===== src/rtl/chroma_bin_pkg.sv =====
// Shared types for the chroma intra-mode bin serialiser: mode codes, FSM states
// and the decoded per-mode record.
package chroma_bin_pkg;

  localparam int CHROMA_MODE_W = 3;

  localparam logic [CHROMA_MODE_W-1:0] INTRA_PLANAR  = 3'd0;
  localparam logic [CHROMA_MODE_W-1:0] INTRA_ANG26   = 3'd1;
  localparam logic [CHROMA_MODE_W-1:0] INTRA_ANG10   = 3'd2;
  localparam logic [CHROMA_MODE_W-1:0] INTRA_DC      = 3'd3;
  localparam logic [CHROMA_MODE_W-1:0] DM_CHROMA_IDX = 3'd4;

  typedef enum logic [1:0] {
    IDLE   = 2'd0,
    PREFIX = 2'd1,
    SUF1   = 2'd2,
    SUF0   = 2'd3
  } ser_state_t;

  // One chroma mode after decoding: DM flag plus the 2-bit explicit index.
  typedef struct packed {
    logic       is_dm;
    logic [1:0] m;
  } chroma_mode_rec_t;

  // Codes 5..7 are not legal modes; they are coded as DM.
  function automatic logic mode_is_dm(input logic [CHROMA_MODE_W-1:0] code);
    return code >= DM_CHROMA_IDX;
  endfunction

  function automatic logic mode_illegal(input logic [CHROMA_MODE_W-1:0] code);
    return code > DM_CHROMA_IDX;
  endfunction

  function automatic chroma_mode_rec_t decode_mode(input logic [CHROMA_MODE_W-1:0] code);
    chroma_mode_rec_t r;
    r.is_dm = mode_is_dm(code);
    r.m     = code[1:0];
    return r;
  endfunction

endpackage


===== src/rtl/cu_rec_fifo.sv =====
// Small synchronous FIFO for CU records. Pushes while full and pops while empty
// are ignored; read data is the head entry, valid whenever empty is low.
module cu_rec_fifo #(
  parameter int W     = 8,
  parameter int DEPTH = 4
) (
  input  logic         clk,
  input  logic         rst,
  input  logic         push,
  input  logic [W-1:0] wdata,
  input  logic         pop,
  output logic [W-1:0] rdata,
  output logic         full,
  output logic         empty
);

  localparam int AW = $clog2(DEPTH);

  logic [W-1:0] mem [DEPTH];
  logic [AW:0]  wr_ptr;
  logic [AW:0]  rd_ptr;
  logic         do_push;
  logic         do_pop;

  assign do_push = push && !full;
  assign do_pop  = pop && !empty;

  // Extra pointer MSB distinguishes full from empty when the indices match.
  assign empty = (wr_ptr == rd_ptr);
  assign full  = (wr_ptr[AW] != rd_ptr[AW]) && (wr_ptr[AW-1:0] == rd_ptr[AW-1:0]);
  assign rdata = mem[rd_ptr[AW-1:0]];

  always_ff @(posedge clk or posedge rst) begin
    if (rst) begin
      wr_ptr <= '0;
      rd_ptr <= '0;
    end else begin
      if (do_push) wr_ptr <= wr_ptr + {{AW{1'b0}}, 1'b1};
      if (do_pop)  rd_ptr <= rd_ptr + {{AW{1'b0}}, 1'b1};
    end
  end

  always_ff @(posedge clk) begin
    if (do_push) mem[wr_ptr[AW-1:0]] <= wdata;
  end

endmodule


===== src/rtl/intra_chroma_mode_bin_serializer.sv =====
// Buffers CU records of 1..MAX_MODES chroma intra modes and emits the
// intra_chroma_pred_mode bins one per cycle towards the CABAC engine.
module intra_chroma_mode_bin_serializer
  import chroma_bin_pkg::*;
#(
  parameter int MAX_MODES  = 4,
  parameter int FIFO_DEPTH = 4,
  parameter int CNT_W      = 16
) (
  input  logic                                clk,
  input  logic                                rst,
  input  logic                                in_valid,
  output logic                                in_ready,
  input  logic [$clog2(MAX_MODES+1)-1:0]      in_num_modes,
  input  logic [MAX_MODES*CHROMA_MODE_W-1:0]  in_modes,
  output logic                                bin_valid,
  input  logic                                bin_ready,
  output logic                                bin_val,
  output logic                                bin_bypass,
  output logic                                bin_last,
  output logic [CNT_W-1:0]                    bin_count,
  output logic                                err_illegal
);

  localparam int NW = $clog2(MAX_MODES+1);
  localparam int MW = MAX_MODES*CHROMA_MODE_W;
  localparam int RW = NW + MW;

  function automatic logic [CHROMA_MODE_W-1:0] pick_mode(input logic [MW-1:0] modes,
                                                         input logic [NW-1:0] i);
    logic [CHROMA_MODE_W-1:0] code;
    code = '0;
    for (int k = 0; k < MAX_MODES; k++)
      if (i == NW'(k)) code = modes[k*CHROMA_MODE_W +: CHROMA_MODE_W];
    return code;
  endfunction

  // ---------------- record intake ----------------
  logic          push;
  logic          push_illegal;
  logic [NW-1:0] n_eff;
  logic          fifo_full;
  logic          fifo_empty;
  logic          load;
  logic [RW-1:0] fifo_rdata;

  // Both streams transfer on a clock edge where valid and ready are high;
  // valid never waits on ready, and a stalled bin holds all its fields.
  assign in_ready = !fifo_full;
  assign push     = in_valid && in_ready;

  // Out-of-range counts collapse to a single mode before the record is stored.
  always_comb begin
    n_eff        = in_num_modes;
    push_illegal = 1'b0;
    if (in_num_modes == '0 || in_num_modes > NW'(MAX_MODES)) begin
      n_eff        = NW'(1);
      push_illegal = 1'b1;
    end
    for (int k = 0; k < MAX_MODES; k++)
      if (NW'(k) < n_eff && mode_illegal(in_modes[k*CHROMA_MODE_W +: CHROMA_MODE_W]))
        push_illegal = 1'b1;
  end

  cu_rec_fifo #(
    .W     (RW),
    .DEPTH (FIFO_DEPTH)
  ) u_fifo (
    .clk   (clk),
    .rst   (rst),
    .push  (push),
    .wdata ({n_eff, in_modes}),
    .pop   (load),
    .rdata (fifo_rdata),
    .full  (fifo_full),
    .empty (fifo_empty)
  );

  always_ff @(posedge clk or posedge rst) begin
    if (rst)                       err_illegal <= 1'b0;
    else if (push && push_illegal) err_illegal <= 1'b1;
  end

  // ---------------- serialiser FSM ----------------
  ser_state_t       state, state_d;
  logic [NW-1:0]    idx, idx_d;
  logic [NW-1:0]    rec_n, rec_n_d;
  logic [MW-1:0]    rec_modes, rec_modes_d;
  logic             fire;
  logic             cur_is_dm;
  logic             mode_done;
  chroma_mode_rec_t nxt_mode;
  logic             nxt_last;
  logic             bin_valid_d;
  logic             bin_val_d;
  logic             bin_bypass_d;
  logic             bin_last_d;

  assign fire      = bin_valid && bin_ready;
  assign cur_is_dm = mode_is_dm(pick_mode(rec_modes, idx));

  // State register; the bin outputs are registered alongside it.
  always_ff @(posedge clk or posedge rst) begin
    if (rst) begin
      state      <= IDLE;
      idx        <= '0;
      rec_n      <= '0;
      rec_modes  <= '0;
      bin_valid  <= 1'b0;
      bin_val    <= 1'b0;
      bin_bypass <= 1'b0;
      bin_last   <= 1'b0;
    end else begin
      state      <= state_d;
      idx        <= idx_d;
      rec_n      <= rec_n_d;
      rec_modes  <= rec_modes_d;
      bin_valid  <= bin_valid_d;
      bin_val    <= bin_val_d;
      bin_bypass <= bin_bypass_d;
      bin_last   <= bin_last_d;
    end
  end

  // Next state. Finishing a mode moves straight to the next mode or the next
  // record on the same edge, so there is no bubble between them.
  always_comb begin
    state_d   = state;
    idx_d     = idx;
    load      = 1'b0;
    mode_done = 1'b0;
    case (state)
      IDLE: begin
        if (!fifo_empty) begin
          load    = 1'b1;
          idx_d   = '0;
          state_d = PREFIX;
        end
      end
      PREFIX: if (fire) begin
        if (cur_is_dm) mode_done = 1'b1;
        else           state_d   = SUF1;
      end
      SUF1: if (fire) state_d = SUF0;
      SUF0: if (fire) mode_done = 1'b1;
      default: state_d = IDLE;
    endcase
    if (mode_done) begin
      if (idx != rec_n - NW'(1)) begin
        idx_d   = idx + NW'(1);
        state_d = PREFIX;
      end else if (!fifo_empty) begin
        load    = 1'b1;
        idx_d   = '0;
        state_d = PREFIX;
      end else begin
        state_d = IDLE;
      end
    end
    rec_n_d     = load ? fifo_rdata[RW-1 -: NW] : rec_n;
    rec_modes_d = load ? fifo_rdata[MW-1:0]     : rec_modes;
  end

  // Output decode from the upcoming state, so a stalled bin re-derives itself.
  always_comb begin
    nxt_mode     = decode_mode(pick_mode(rec_modes_d, idx_d));
    nxt_last     = (idx_d == rec_n_d - NW'(1));
    bin_valid_d  = (state_d != IDLE);
    bin_val_d    = 1'b0;
    bin_bypass_d = 1'b0;
    bin_last_d   = 1'b0;
    case (state_d)
      PREFIX: begin
        bin_val_d  = !nxt_mode.is_dm;
        bin_last_d = nxt_mode.is_dm && nxt_last;
      end
      SUF1: begin
        bin_val_d    = nxt_mode.m[1];
        bin_bypass_d = 1'b1;
      end
      SUF0: begin
        bin_val_d    = nxt_mode.m[0];
        bin_bypass_d = 1'b1;
        bin_last_d   = nxt_last;
      end
      default: ;
    endcase
  end

  always_ff @(posedge clk or posedge rst) begin
    if (rst)       bin_count <= '0;
    else if (fire) bin_count <= bin_count + CNT_W'(1);
  end

endmodule


===== config.mk =====
export PLATFORM = sky130hd
export DESIGN_NAME = intra_chroma_mode_bin_serializer
export DESIGN_NICKNAME = d
export VERILOG_FILES = /design/src/rtl/chroma_bin_pkg.sv /design/src/rtl/cu_rec_fifo.sv /design/src/rtl/intra_chroma_mode_bin_serializer.sv
export SDC_FILE = /design/constraint.sdc
export NUM_CORES = 1
export LEC_CHECK = 0
export BUFFER_PORTS_ARGS = -buffer_cell sky130_fd_sc_hd__buf_2
export CORE_MARGIN = 8
export CORE_UTILIZATION = 53
export DETAILED_ROUTE_END_ITERATION = 8
export PLACE_DENSITY = 0.8
export SLEW_MARGIN = 10
export SYNTH_ARGS = -nofsm -noshare
export SYNTH_HDL_FRONTEND = slang
export SYNTH_SLANG_ARGS = --single-unit

===== constraint.sdc =====
create_clock -name clk -period 5.98 [get_ports clk]
set_input_delay 0.299 -clock clk [delete_from_list [all_inputs] [get_ports clk]]
set_output_delay 0.299 -clock clk [all_outputs]
set_load 0.01 [all_outputs]

==> flow_metrics.env <==
export IMPL_grt_max_degree=48
export IMPL_htree_levels=3
export IMPL_fin_skew_ps=10.4
export IMPL_finalNetCount=399
export IMPL_path_class="flop to flop"
export IMPL_root_buffer="clkbuf_8"
export IMPL_core_um2=8720
export IMPL_p_total_mw=2.65
export IMPL_grt_overflow=0
export IMPL_antenna_found_initial=0
export IMPL_synth_edf_count=60
export IMPL_final_common_cell="edfxtp_1"
export IMPL_hold_class="primary input to async pin"
export IMPL_grt_pass1_wl_um=14300
export IMPL_synth_ff_type="edfxtp_1"
export IMPL_finalSetupViolCount=0
export IMPL_synthTopCellsByArea="edfxtp_1 (38%), dfrtp_1 (25%), mux4_2 (7.1%)"
export IMPL_switchingPower_uw=963
export IMPL_cts_inserted_buffers=9
export IMPL_clk_pin_slew_ps=110
export IMPL_crit_buf_inv=2
export IMPL_power_frac_clock=0.178
export IMPL_path_max_fanout=22
export IMPL_slowest_stage="or3_1"
export IMPL_cp_cell_sequence="inv_1 > ha_1 > nor2b_1 > o311ai_0 > nand3_1 > or3_1 > mux2_2 > inv_1 > ha_1 > xnor2_1 > or3_1 > a31oi_1"
export IMPL_p_comb_frac=0.388
export IMPL_hpwl_um=6080
export IMPL_swShare=0.363
export IMPL_ys_seq_area_frac=0.628
export IMPL_vias_per_cell=5.79
export IMPL_ys_types=47
export IMPL_routabilityCongestion=0.851
export IMPL_drcViolationCount=0
export IMPL_diodes=0
export IMPL_startpoint_type="flop"
export IMPL_wl_per_cell_um=17.9
export IMPL_final_cell_mix="edfxtp_1 (60), dfrtp_1 (47), buf_2 (40), nand2_1 (25), xnor2_1 (19)"
export IMPL_cts_resized=0
export IMPL_cp_top_family="simple AND/OR/NAND/NOR gates"
export IMPL_synth_cell_area_um2=4740
export IMPL_maxCapViolCount=0
export IMPL_irDropWorstVdd_uv=214
export IMPL_synth_top_area_share=0.380
export IMPL_synth_avg_cell_area_um2=14.7
export IMPL_initial_core_util=0.544
export IMPL_rsz0062_at_grt="false"
export IMPL_hold_ws_ps=140
export IMPL_drv_slew=0
export IMPL_pwr_share_seq=0.434
export IMPL_cts_tree="built"
export IMPL_clk_latency_ps=370
export IMPL_synth_seq_cells=107
export IMPL_async_flop_share=0.439
export IMPL_yosysTopAreaCell="edfxtp_1"
export IMPL_fin_crit_sh=0.615
export IMPL_grt_pass1_vias=2885
export IMPL_worst_pin_slew_ps=971
export IMPL_internal_power_mw=1.69
export IMPL_drt_iter0_markers=188
export IMPL_io_pins=41
export IMPL_slowest_delay_ps=770
export IMPL_drive_above_1_share=0.267
export IMPL_die_area_um2=12200
export IMPL_syn_nets=356
export IMPL_relSlewSlack=0.352
export IMPL_fmax_mhz=272
export IMPL_drt_pass1_iter_count=4
export IMPL_critPathCaptureType="flop"
export IMPL_critical_path_arrival_ps=3970
export IMPL_cts_hold_buf=0
export IMPL_wl_um=8570
export IMPL_via_count=2772
export IMPL_synthCells=323
export IMPL_post_route_util=0.602
export IMPL_cts_sinks=107
export IMPL_synthToLayoutAreaGrowth_pct=10.6
export IMPL_fin_crit_ps=3680
export IMPL_cts_buffer_depth=2
export IMPL_leakage_nw=2.16
export IMPL_row_count=34
export IMPL_synth_warnings=0
export IMPL_track_usage=0.143
export IMPL_post_cts_buffers=0
export IMPL_pwr_density_cell_nw_per_um2=505
export IMPL_die_x_um=111
export IMPL_ant_nets=0
export IMPL_required_ps=6270
export IMPL_die_h_um=111
export IMPL_timing_final_hold_violations=0
export IMPL_outcome="finished, final reports clean"
export IMPL_final_setup_tns_ps=0
export IMPL_port_buffers=40
## worst reg2reg max path, cell delays in order (launching register included)
cell and delay, ps:
dfrtp_1 560, inv_1 180, ha_1 250, nor2b_1 150, o311ai_0 290, nand3_1 180
or3_1 770, mux2_2 400, inv_1 50, ha_1 190, xnor2_1 150, or3_1 310
a31oi_1 130
## power by group through the flow
stage | clock network, mW | registers, mW | logic (mW)
final | 0.471 | 1.15 | 1.03
after global routing | 0.506 | 1.18 | 1.14
after CTS | 0.474 | 1.15 | 1.04
after detailed placement | 0 | 1.17 | 1.03
after global placement | 0 | 1.15 | 1.00
after floorplan | 0 | 1.11 | 0.825
## path summary, 6_finish.rpt
check | end | slack, ps | start | depth (start not counted)
min | bin_count[12] | 140 | rst | 2
max reg2reg | bin_last | 2300 | idx[0] | 12
min reg2reg | err_illegal | 480 | err_illegal | 1
max in group asynchronous | bin_last | 5240 | rst | 2
max | bin_last | 2300 | idx[0] | 12
min in group clk | u_fifo.mem[2][7] | 140 | in_modes[7] | 1
## synthesized netlist by cell type, types with 3 or more instances
master	number
nand2_1	25
a311o_1	3
dfrtp_1	47
ha_1	14
nand4_1	7
edfxtp_1	60
clkbuf_1	3
mux2i_1	4
nor3_1	4
a21oi_1	6
nor2b_1	3
nand3_1	8
xnor2_1	19
mux4_2	15
o21ai_0	5
nor2_1	11
mux2_2	17
xor2_1	8
and3_1	8
and2_1	3
buf_4	5
inv_1	17
## metal layers
metal,vias up,routed length (um),GRT usage
met5,-,0,0
met4,0,117,0.0595
met3,10,415,0.0308
met2,78,4220,0.237
met1,1402,3820,0.178
li1,1282,-,-
## cell type report
| class | count | area (um^2) |
|---|---|---|
| Fill cell | 649 | 3470 |
| Sequential cell | 107 | 2980 |
| Multi-Input combinational cell | 190 | 1650 |
| Timing Repair Buffer | 41 | 208 |
| Tap cell | 108 | 135 |
| Clock buffer | 9 | 124 |
| Clock inverter | 7 | 90.1 |
| Inverter | 17 | 63.8 |
## registers in the layout (all words and copies together) (netlist names)
signal,cells
bin_bypass,1
bin_count,16
bin_last,1
bin_val,1
bin_valid,1
err_illegal,1
idx,3
rec_modes,12
rec_n,3
state,2
u_fifo.mem,60
u_fifo.rd_ptr,3
u_fifo.wr_ptr,3
## cells by family (layout without fill, tap and decap cells)
family,count (synthesis),count (layout),synth area share
AOI/OAI and AO/OA,33,33,0.0517
xor gates and xnor gates,28,28,0.0549
adders and majority gates,14,14,0.0369
buffers and inverters,26,74,0.0245
DFF,107,107,0.628
muxes,36,36,0.120
and+or+nand+nor,79,79,0.0844
## metrics by stage
step	area [um^2]	cells	setup WS, ps
2_1_floorplan	4740	323	2830
3_3_place_gp	5030	463	2460
3_5_place_dp	5030	463	2330
4_1_cts	5250	479	2280
5_1_grt	5250	479	2020
6_report	5250	479	2300
Note: power is estimated with default switching activity, not from simulation.
